<file path="src/rtl/ising_energy_scheduler.sv">
// ----------------------------------------------------------------------------
// ising_energy_scheduler
//
// Sequences the streaming sigma^T*J*sigma energy datapath over a stream of
// candidate spin vectors. For each candidate the block does the following:
//   1. latches sigma and the J base address, then pulses the datapath start;
//   2. issues NUM_J_CHUNKS consecutive J memory read requests;
//   3. waits for the datapath done pulse;
//   4. keeps the lowest-energy sigma seen so far.
//
// Optional build macro ISING_SCHED_WDOG_EN adds a watchdog on the WAIT state.
// When it is defined, the WDOG_CYCLES parameter is also available.
//
// Ports
//   clk, rst_n                 clock, asynchronous active-low reset
//   cfg_base_addr              J base word address, sampled at candidate accept
//   clear                      synchronous clear of best/count/err
//   cand_valid/ready/sigma     candidate input handshake
//   mm_start, mm_sigma         datapath start pulse and stable sigma
//   mm_done, mm_energy         datapath completion pulse and signed energy
//   mem_req_valid/ready/addr   J memory read request channel
//   res_valid/energy/accept    per-evaluation result pulse
//   best_valid/energy/sigma    running best result
//   eval_count                 saturating count of completed evaluations
//   busy, err                  FSM not idle, sticky protocol error
//
// state  | meaning
// -------+-------------------------------------------------------------------
// IDLE   | ready for a candidate
// START  | one-cycle datapath start pulse
// FETCH  | issue J chunk reads, base + chunk_idx
// WAIT   | wait for datapath done (optionally watchdog-limited)
// UPDATE | publish result, update best and evaluation count
// ----------------------------------------------------------------------------
module ising_energy_scheduler #(
    parameter int VECTOR_SIZE     = 256,
    parameter int J_COLS_PER_READ = 4,
    parameter int NUM_J_CHUNKS    = VECTOR_SIZE / J_COLS_PER_READ,
    parameter int ENERGY_WIDTH    = 21,
    parameter int ADDR_WIDTH      = 16,
    parameter int CNT_WIDTH       = 16
`ifdef ISING_SCHED_WDOG_EN
    ,
    parameter int WDOG_CYCLES     = 1024
`endif
) (
    input  logic                           clk,
    input  logic                           rst_n,
    input  logic [ADDR_WIDTH-1:0]          cfg_base_addr,
    input  logic                           clear,
    input  logic                           cand_valid,
    output logic                           cand_ready,
    input  logic [VECTOR_SIZE-1:0]         cand_sigma,
    output logic                           mm_start,
    output logic [VECTOR_SIZE-1:0]         mm_sigma,
    input  logic                           mm_done,
    input  logic signed [ENERGY_WIDTH-1:0] mm_energy,
    output logic                           mem_req_valid,
    input  logic                           mem_req_ready,
    output logic [ADDR_WIDTH-1:0]          mem_req_addr,
    output logic                           res_valid,
    output logic signed [ENERGY_WIDTH-1:0] res_energy,
    output logic                           res_accept,
    output logic                           best_valid,
    output logic signed [ENERGY_WIDTH-1:0] best_energy,
    output logic [VECTOR_SIZE-1:0]         best_sigma,
    output logic [CNT_WIDTH-1:0]           eval_count,
    output logic                           busy,
    output logic                           err
);

    localparam int CHUNK_W = (NUM_J_CHUNKS > 1) ? $clog2(NUM_J_CHUNKS) : 1;
    localparam logic [CHUNK_W-1:0] LAST_CHUNK = CHUNK_W'(NUM_J_CHUNKS - 1);

    typedef enum logic [2:0] {
        S_IDLE,
        S_START,
        S_FETCH,
        S_WAIT,
        S_UPDATE
    } state_t;

    state_t state, state_nxt;

    logic                           run_q;
    logic [CHUNK_W-1:0]             chunk_idx;
    logic [ADDR_WIDTH-1:0]          base_q;
    logic signed [ENERGY_WIDTH-1:0] energy_q;
    logic                           wdog_expired;
    logic                           wdog_fire;
    logic                           cand_hs;
    logic                           fetch_hs;
    logic                           early_done;
    logic                           new_best;

    // run_q keeps cand_ready low until the first clock edge after reset release.
    always_ff @(posedge clk or negedge rst_n) begin
        if (!rst_n) begin
            state <= S_IDLE;
            run_q <= 1'b0;
        end else begin
            state <= state_nxt;
            run_q <= 1'b1;
        end
    end

    // mm_start and mem_req_valid decode the state directly. They therefore
    // drop as soon as reset asserts.
    always_comb begin
        state_nxt     = state;
        cand_ready    = 1'b0;
        mm_start      = 1'b0;
        mem_req_valid = 1'b0;
        wdog_fire     = 1'b0;
        res_valid     = 1'b0;
        case (state)
            S_IDLE: begin
                cand_ready = run_q;
                if (cand_valid && run_q) state_nxt = S_START;
            end
            S_START: begin
                mm_start  = 1'b1;
                state_nxt = S_FETCH;
            end
            S_FETCH: begin
                mem_req_valid = 1'b1;
                if (mem_req_ready && (chunk_idx == LAST_CHUNK)) state_nxt = S_WAIT;
            end
            S_WAIT: begin
                if (mm_done) begin
                    state_nxt = S_UPDATE;
                end else if (wdog_expired) begin
                    wdog_fire = 1'b1;
                    res_valid = 1'b1;
                    state_nxt = S_IDLE;
                end
            end
            S_UPDATE: begin
                res_valid = 1'b1;
                state_nxt = S_IDLE;
            end
            default: state_nxt = S_IDLE;
        endcase
    end

    assign cand_hs      = cand_valid && cand_ready;
    assign fetch_hs     = mem_req_valid && mem_req_ready;
    assign early_done   = mm_done && ((state == S_IDLE) || (state == S_START) || (state == S_FETCH));
    assign busy         = (state != S_IDLE);
    assign mem_req_addr = base_q + ADDR_WIDTH'(chunk_idx);
    assign res_energy   = (state == S_UPDATE) ? energy_q : '0;

    // A tie keeps the old best. A clear in the UPDATE cycle suppresses acceptance.
    assign new_best   = !best_valid || (energy_q < best_energy);
    assign res_accept = (state == S_UPDATE) && !clear && new_best;

`ifdef ISING_SCHED_WDOG_EN
    localparam int WDOG_W = (WDOG_CYCLES > 1) ? $clog2(WDOG_CYCLES) : 1;
    logic [WDOG_W-1:0] wdog_cnt;

    // The watchdog counter is loaded on entry to WAIT and counts down.
    // It reaches zero in the WDOG_CYCLES-th WAIT cycle.
    always_ff @(posedge clk or negedge rst_n) begin
        if (!rst_n) begin
            wdog_cnt <= '0;
        end else if ((state != S_WAIT) && (state_nxt == S_WAIT)) begin
            wdog_cnt <= WDOG_W'(WDOG_CYCLES - 1);
        end else if ((state == S_WAIT) && (wdog_cnt != '0)) begin
            wdog_cnt <= wdog_cnt - 1'b1;
        end
    end

    assign wdog_expired = (wdog_cnt == '0);
`else
    assign wdog_expired = 1'b0;
`endif

    always_ff @(posedge clk or negedge rst_n) begin
        if (!rst_n) begin
            mm_sigma  <= '0;
            base_q    <= '0;
            chunk_idx <= '0;
            energy_q  <= '0;
        end else begin
            if (cand_hs) begin
                mm_sigma  <= cand_sigma;
                base_q    <= cfg_base_addr;
                chunk_idx <= '0;
            end else if (fetch_hs) begin
                chunk_idx <= chunk_idx + 1'b1;
            end
            if ((state == S_WAIT) && mm_done) energy_q <= mm_energy;
        end
    end

    always_ff @(posedge clk or negedge rst_n) begin
        if (!rst_n) begin
            best_valid  <= 1'b0;
            best_energy <= '0;
            best_sigma  <= '0;
            eval_count  <= '0;
            err         <= 1'b0;
        end else if (clear) begin
            best_valid  <= 1'b0;
            best_energy <= '0;
            best_sigma  <= '0;
            eval_count  <= '0;
            err         <= 1'b0;
        end else begin
            if (early_done || wdog_fire) err <= 1'b1;
            if (state == S_UPDATE) begin
                if (new_best) begin
                    best_valid  <= 1'b1;
                    best_energy <= energy_q;
                    best_sigma  <= mm_sigma;
                end
                if (eval_count != '1) eval_count <= eval_count + 1'b1;
            end
        end
    end

endmodule

</file>
<file path="config.mk">
export PLATFORM = sky130hd
export DESIGN_NAME = ising_energy_scheduler
export DESIGN_NICKNAME = d
export VERILOG_FILES = /design/src/rtl/ising_energy_scheduler.sv
export SDC_FILE = /design/constraint.sdc
export NUM_CORES = 1
export LEC_CHECK = 0
export CAP_MARGIN = 30
export CORE_AREA = 2 2 346 348
export CTS_CLUSTER_DIAMETER = 120
export CTS_CLUSTER_SIZE = 8
export DETAILED_ROUTE_END_ITERATION = 6
export DIE_AREA = 0 0 348 350
export SETUP_SLACK_MARGIN = 0.3
export SYNTH_ARGS = -nofsm -noshare
export SYNTH_HDL_FRONTEND = slang
export SYNTH_SLANG_ARGS = --single-unit
</file>
<file path="constraint.sdc">
create_clock -name clk -period 5.64 [get_ports clk]
set_clock_uncertainty 0.1 [all_clocks]
set_input_delay 0.564 -clock clk [delete_from_list [all_inputs] [get_ports clk]]
set_output_delay 0.564 -clock clk [all_outputs]
set_load 0.02 [all_outputs]
</file>
# After elaboration in Yosys (flattened, before gate mapping)
# Cells that the tools add are included.
[word_totals]
reg_bits = 598
out_inout_bits = 594
[op_classes]
add_sub_neg = 3
magnitude_cmp = 1
eq_ne = 9
mux = 25
reduce_logical = 23
[op_table]
columns = ["operator", "count"]
rows = [
  ["two-way mux 256 bit", 3],
  ["two-way mux 21 bit", 4],
  ["two-way mux 16 bit", 3],
  ["less-than comparator 21 bit", 1],
  ["adder 16 x 1 -> 16 bit, second input constant", 1],
  ["adder 16 x 6 -> 16 bit", 1],
  ["!= test 16 bit, second input constant", 1],
  ["two-way mux 6 bit", 2],
  ["case mux 3 bit (4 select lines)", 1],
  ["nonzero test 2 bit", 5],
  ["two-way mux 1 bit", 9],
  ["two-way mux 3 bit", 3],
  ["logical AND 1 bit", 8],
  ["adder 6 x 1 -> 6 bit, second input constant", 1],
  ["equality test 3 x 2 -> 1 bit, second input constant", 2],
  ["equality test 6 bit, second input constant", 1],
  ["!= test 2 bit, second input constant", 3],
  ["AND reduction 2 bit", 2],
  ["equality test 3 x 1 -> 1 bit, second input constant", 1],
  ["equality test 3 bit, second input constant", 1],
  ["logical NOT 3 bit", 1],
  ["logical OR 1 bit", 3],
  ["AND reduction 3 bit", 1],
  ["nonzero test 3 bit", 1],
  ["logical NOT 1 bit", 2],
]

# Logic depth before layout (Yosys ltp)
# Gate-level depths: netlist of the first run.
[logic_depth]
depth_word = 6
mapped_depth = 11
depth_no_buf = 9

# Least setup slack after synthesis of the first run
# Ideal clock, no wire load.
[synth_timing]
path_type = "flip-flop to output port"
from = "register best_energy[19]"
to = "output port res_accept"
t_arrival_ns = 2.342
required_ns = 4.976
slack_ns = 2.634
path_stages_with_launch = 9
path_buffers = 1
cell_sequence = "dfrtp_1 > inv_1 > ha_1 > a211oi_1 > a21oi_1 > a211oi_2 > o41ai_1 > clkbuf_1 > nor4_1"
[synth_between]
elab_chain_len = 3
[synth_lines]
columns = ["item", "line", "text"]
rows = [
  ["start, declared", "65", "output logic signed [ENERGY_WIDTH-1:0] best_energy,"],
  ["start signal, assigned", "214", "best_energy <= energy_q;"],
  ["less-than comparator 21 bit", "154", "assign new_best = !best_valid || (energy_q < best_energy);"],
  ["logical OR 1 bit", "154", ""],
  ["logical AND 1 bit", "155", "assign res_accept = (state == S_UPDATE) && !clear && new_best;"],
  ["end, declared", "63", "output logic res_accept,"],
]
# No other way between the ends.

# Final worst setup path of the first run
[layout_timing]
from = "register chunk_idx[0]"
to = "output port mem_req_addr[10]"
[layout_between]
elab_chain_len = 1
[layout_lines]
columns = ["item", "line", "text"]
rows = [
  ["start, declared", "86", "logic [CHUNK_W-1:0] chunk_idx;"],
  ["start signal, assigned", "190", "chunk_idx <= chunk_idx + 1'b1;"],
  ["adder 16 x 6 -> 16 bit", "150", "assign mem_req_addr = base_q + ADDR_WIDTH'(chunk_idx);"],
  ["end, declared", "60", "output logic [ADDR_WIDTH-1:0] mem_req_addr,"],
]
# No other way between the ends.

==> metrics.txt, run 1 <==
status=complete, no violations; Buf/Inv on CP=2; Slowest cell on crit path=clkdlybuf4s50_1; CTS root buf=clkbuf_16; Die Span Y=350 um; asr flop ratio synth=100.0%; Worst Hold End=best_sigma[219]$_DFFE_PN0P_; Die ar.=0.1218 mm^2; RR Endpoint=best_sigma[142]$_DFFE_PN0P_; Synth Cell Area=0.02715 mm^2; RSZ-0062 raised after global routing=false; drt first-iter violations=1,026; worst-path fanout max=5; TritonCTS clock tree=yes; RePlAce Congestion=0.8138; I/O Pins=893; Period minus WS final=4178 ps; met1 global-route usage=17.55%; GRT Overall Usage=14.78%; Slew HR=38.57%; Reg area=0.01496 mm^2; Filler cells=11,680; # clock sinks=598; Crit Path Class=flop to primary output; P_leak=16.23 nW; fin. max-slew vios=0; worst IR drop on VDD=0.0002749 V; CTS clk-pin slew, worst paths=50 ps; final hold viol count=0; worst r2r src=energy_q[15]$_DFFE_PN0P_; met3 Use GR=5.236%; syn_nets=2,490; number of port buffers=892; num rows=126; Reg2Reg Depth=10; per-cell routed wire length=20.21 um; Detailed Place HPWL=67,780 um; Final TNS setup=0 ps; worst hold path type=input pin to flop; GRT Max-Usage Layer=met2; Yosys cell types=48; global-route wire length before repair=136,400 um; drt total wl=93,030 um; die width=348 um; total power=16.90 mW; max_cap viols=0; flops & latches, synth=598; remaining antenna violation count=0; CP arrival=3510 ps; vias per inst=4.214; DRC errors left=0; Seq/Total Area, Yosys=55.12%; critical-path cell list=ha_1 > inv_1 > fa_1 > nor2b_1 > o21ai_0 > a21boi_0 > o311a_1 > nand4_1 > xnor2_1 > clkdlybuf4s50_1; initial antenna violation count=14; Synth Warn #=0; Post-synth EDFFs=0; area taken by multi-input logic gates=0.01112 mm^2; router iterations before antenna repair=4; # resized after CTS=0; Num CTS Buffers=86; critical path launch point type=flop; Peak Freq=0.2394 GHz; Tcrit/Tclk final=74.07%; Req. time, crit path=4980 ps; total number of vias=19,400; Longest Clk Path Bufs=3; PwrDens=422.3 mW/mm^2; CP top delay family=compound AO/OA/AOI/OAI gates; Clk Latency, worst-skew pair=660 ps; H-tree Lvls=3; Hold Path Stages=3; Initial Util=23.05%; final setup vio count=0; Syn Area/Cell=12.56 um^2; Final Net Count=3,378; Slew @ Worst Pin=920.5 ps; max incr delay on CP=620 ps; predominant post-synthesis flop cell=dfrtp_1; FF-to-FF setup slack=2380 ps; Critical Path Sink Type=primary output; layout cells sized above 1=13.92%; Synth-to-Final Area Change=47.43%; largest net degree at the start of global routing=226; Global Route met2 Usage=24.72%; CORE AREA=0.1178 mm^2; HP Start=clear; vias in the first global route=20,240; Cells after Synth=2,162; grt total ovfl=0
-- synth_stat cells, drive strengths merged, types with 2 or more instances --
library cell | count | area [um^2]
inv | 29 | 108.9
o31ai | 20 | 150.1
ha | 28 | 350.3
o21ai | 7 | 35.03
mux2 | 272 | 3063
nand3 | 13 | 65.06
nand2b | 537 | 3359
and3 | 3 | 18.77
o2111ai | 2 | 17.52
and2 | 24 | 150.1
a21oi | 10 | 50.05
nand2 | 82 | 307.8
a31oi | 2 | 12.51
or3 | 4 | 30.03
nor4 | 3 | 18.77
nand4 | 10 | 62.56
nor3 | 4 | 20.02
buf | 61 | 681.9
clkbuf | 79 | 296.5
nor3b | 2 | 15.01
nor2 | 36 | 135.1
xnor2 | 15 | 131.4
a211oi | 3 | 27.52
nor2b | 4 | 25.02
xor2 | 17 | 148.9
a221oi | 2 | 17.52
or4 | 20 | 150.1
and4 | 5 | 43.79
mux2i | 258 | 2582
a21o | 2 | 15.01
dfrtp | 598 | 14960
-- layout make-up --
type / count / share of cell area, %
clock inverter: 11 / 0.6940
tap: 1536 / 4.802
antenna: 7 / 0.04377
multi-input combinational: 1395 / 27.79
inverter: 29 / 0.2720
sequential: 598 / 37.39
clock buffer: 87 / 5.387
timing repair buffer: 940 / 23.63
-- sequential cells by signal, indices dropped and copies added, names as in the netlist --
name,count
base_q,16
best_energy,21
best_sigma,256
best_valid,1
chunk_idx,6
energy_q,21
err,1
eval_count,16
mm_sigma,256
run_q,1
state,3
-- cells in the final DEF (no fill, tap or decap), types with 4 or more instances in the layout --
master / instances
clkdlybuf4s50_1: 890
dfrtp_1: 598
nand2b_1: 537
mux2_2: 272
mux2i_1: 258
clkbuf_16: 86
nand2_1: 82
nor2_1: 35
buf_4: 34
inv_1: 28
ha_1: 28
and2_1: 24
or4_1: 20
o31ai_1: 20
xor2_1: 17
xnor2_1: 15
nand3_1: 13
buf_12: 12
a21oi_1: 10
nand4_1: 10
diode_2: 7
o21ai_0: 7
and4_1: 5
nor2b_1: 4
clkinv_16: 4
-- worst register-to-register path, cell delays in order (launching register included) --
cell and delay [ps]:
dfrtp_1 400, ha_1 340, and4_1 220, nand2_1 90, nor4_1 230, o2111a_1 710, nor3_2 210, buf_6 210
buf_4 190, buf_4 250, mux2i_1 160
-- timing repair --
action | 4_1_cts | 5_1_grt
hold buffers | 1 | 0
hold endpoints to repair | 81 | 0
buffers inserted | 0 | 0
-- stage by stage --
step                cells  hold slack, ps  cell area, um^2  util (%)  setup WS [ps]
global route         4601           284.0            40020     33.98           1194
CTS                  4596           229.6            40000     33.97           1404
detailed placement   4497           392.6            37560     31.89           2135
finish               4603           302.1            40020     33.98           1462
global placement     4496           387.2            37550     31.89           1902
floorplan            2162           168.4            27150         -           2634
-- power by group --
part           total, mW  switching, mW  internal, mW  leakage, nW
Combinational       5.80           2.87          2.93         6.99
Clock               4.89           2.03          2.86         1.18
Sequential          6.21          0.944          5.27         8.07
Total               16.9           5.84          11.1         16.2
-- metal layers --
metal  share of wire [%]  up-vias
met1                  40     9614
met2                  49      601
met5                0.13        -
met3                 7.6      157
met4                 2.9       18
li1                    -     9005
-- cells by family after synthesis --
| logic type | share of synthesized area [%] |
|---|---|
| buf+inv | 4.005 |
| xor+xnor | 1.032 |
| mux | 20.80 |
| flops | 55.12 |
| simple gates | 16.27 |
| other cells | 0.01381 |
| fa+ha+maj | 1.364 |
| compound gates | 1.396 |
-- how the worst max path moves through the flow --
stage / from / to / slack [ps] / cells past startpoint
finish: chunk_idx[0]$_DFFE_PN0P_ / mem_req_addr[10] / 1460 / 10
global route: chunk_idx[0]$_DFFE_PN0P_ / mem_req_addr[10] / 1190 / 10
CTS: chunk_idx[0]$_DFFE_PN0P_ / mem_req_addr[10] / 1400 / 10
detailed placement: chunk_idx[0]$_DFFE_PN0P_ / mem_req_addr[12] / 2130 / 10
global placement: best_energy[1]$_DFFE_PN0P_ / best_sigma[132]$_DFFE_PN0P_ / 1900 / 9
floorplan: best_energy[19]$_DFFE_PN0P_ / res_accept / 2630 / 8
No activity file was read; power rests on OpenSTA's default activity.
==> inputs of run 2 (changes only) <==
Settings changed: CORE_AREA 2 2 346 348 to 2 2 345 347, DIE_AREA 0 0 348 350 to 0 0 347 349.
Clock period 5.64 ns to 3.4 ns, I/O delays scaled along.
==> run 2 against run 1 <==
  * Final cell count increased by 1.2%
  * Count of clock-buffer cells in the layout did not move
  * Routed wire length is 0.44% lower
  * Non-clock buffer count is 59 higher
  * Total power increased by 66%
  * Sequential cell count unchanged
  * Utilization up 0.67 points
  * Sequential share of layout area decreased by 0.62 points
  * First-iteration DRC count down 13%
  * Global-route usage fell by 0.056 points
  * Cell area grew 1.7%
  * Critical path type unchanged
  * Largest cell class unchanged
  * Largest power group unchanged
  * Highest routed layer unchanged
==> metrics.txt, run 2 (synthesis results as in run 1) <==
Global Route met2 Usage=24.55%; worst hold path type=input pin to flop; num rows=126; Int Pwr=18.41 mW; grt total ovfl=0; leading cell type in the layout, fill and taps excluded=clkdlybuf4s50_1; Num CTS Buffers=86; vias in the first global route=20,550; P_leak=16.69 nW; global-route wire length before repair=135,300 um; Period minus WS final=3195 ps; HP Start=mm_energy[3]; PwrDens=690.6 mW/mm^2; clock power share=27.9%; crit path from=base_q[0]$_DFFE_PN0P_; final setup vio count=0; per-cell routed wire length=19.88 um; initial antenna violation count=16; status=complete, no violations; Final Net Count=3,437; CORE AREA=0.1175 mm^2; Combinational Power Share=35.4%; TritonCTS clock tree=yes; worst-path fanout max=3; met3 Use GR=4.796%; Crit Path Class=flop to primary output; fin. max-slew vios=0; number of port buffers=892; layout cells sized above 1=16.87%; final hold viol count=0; drt first-iter violations=890; Peak Freq=0.3130 GHz; RePlAce Congestion=0.8191; remaining antenna violation count=0; Critical Path Sink Type=primary output; FF-to-FF setup slack=390 ps; RSZ-0062 raised after global routing=true; placed cells=4,532; Slew HR=44.76%; most frequent cells in the layout=clkdlybuf4s50_1, dfrtp_1, nand2b_1; worst r2r src=best_energy[20]$_DFFE_PN0P_; CTS root buf=clkbuf_16; drt total wl=92,620 um; Longest Clk Path Bufs=3; Die ar.=0.1211 mm^2; Seq pwr share=36.7%; sw frac=34.49%; Die Span Y=349 um; critical path launch point type=flop; die width=347 um; total number of vias=19,520; Slew @ Worst Pin=827.7 ps; DRC errors left=0; Tcrit/Tclk final=93.98%; Initial Util=23.11%; max_cap viols=0; Filler cells=11,650; H-tree Lvls=3; met1 global-route usage=17.52%; # clock sinks=598; Req. time, crit path=2960 ps; Post-Layout Cell Count=4,660; CTS clk-pin slew, worst paths=50 ps; Clk Latency, worst-skew pair=650 ps; Synth-to-Final Area Change=49.93%; GRT Overall Usage=14.72%; vias per inst=4.190; total power=28.11 mW; biggest regs=best_sigma: 256 flops, mm_sigma: 256 flops; Finished Core Util=34.66%; Detailed Place HPWL=68,230 um; worst IR drop on VDD=0.0004091 V; router iterations before antenna repair=4; largest net degree at the start of global routing=172; CP arrival=2760 ps; I/O Pins=893; NetSw=9.697 mW; GRT Max-Usage Layer=met2
## run 2: cell types whose count changed in the layout (fill, tap and decap cells not counted), sizes merged, moves of 2 or more
cell,change
buf,+69
bufinv,-2
clkdlybuf4s50,-34
dlygate4sd2,+22
## run 2: worst max-delay path, cell delays in order (launching register included)
cell,delay (ps)
dfrtp_1,360
ha_2,190
inv_2,40
fa_2,350
nor2b_2,130
o21ai_2,80
a21boi_2,180
o311a_1,210
buf_6,130
nand4_1,110
xnor2_1,180
buf_4,160
## run 2: metal layers
layer / up-vias / wire (um)
li1: 9116 / -
met1: 9633 / 37560
met2: 591 / 45390
met3: 170 / 6576
met4: 14 / 2996
met5: - / 98
## run 2: layout make-up
| cell class | count | area (um^2) | area share (%) |
|---|---|---|---|
| Timing Repair Buffer | 999 | 10050 | 24.70 |
| Multi-Input combinational cell | 1395 | 11270 | 27.70 |
| Clock inverter | 10 | 178.9 | 0.4396 |
| Inverter | 29 | 112.6 | 0.2767 |
| Antenna cell | 6 | 15.01 | 0.03689 |
| Clock buffer | 87 | 2177 | 5.349 |
| Tap cell | 1536 | 1922 | 4.722 |
| Sequential cell | 598 | 14970 | 36.77 |
## run 2: metrics by stage
| stage | setup slack, ps | hold WS, ps | TNS, ps | cell area (um^2) |
|---|---|---|---|---|
| after global placement | 162.2 | 298.0 | 0 | 38010 |
| after detailed placement | 152.8 | 300.7 | 0 | 38010 |
| after CTS | 141.7 | 54.37 | 0 | 40490 |
| after global routing | -7.581 | 84.28 | -7.581 | 40700 |
| final | 204.8 | 128.8 | 0 | 40700 |
| after floorplan | 617.7 | -55.59 | 0 | 27150 |
## run 2: power by group through the flow
stage	clock network, mW	registers, mW	logic, mW
final	7.84	10.3	9.96
after global routing	8.44	10.5	10.6
after CTS	8.14	10.3	9.97
after detailed placement	0	10.4	9.85
after global placement	0	10.4	9.82
after floorplan	0	11.6	3.38
## run 2: timing repair
item / in CTS / in global routing
setup buffers: 12 / 11
resized for setup: 104 / 23
hold buffers: 1 / 0
cloned: 0 / 1
pin swaps: 7 / 18
endpoints found under the setup margin: 35 / 187
endpoints found under the hold margin: 46 / 0
## run 2: final timing paths
kind                                                    end  cells after the start
worst max register to register  best_sigma[174]$_DFFE_PN0P_                     12
max in group asynchronous       best_sigma[147]$_DFFE_PN0P_                      3
worst max-delay path                       mem_req_addr[10]                     11
worst min register to register        base_q[3]$_DFFE_PN0P_                      1
worst min-delay path                energy_q[3]$_DFFE_PN0P_                      3
min in group asynchronous       best_energy[20]$_DFFE_PN0P_                      2
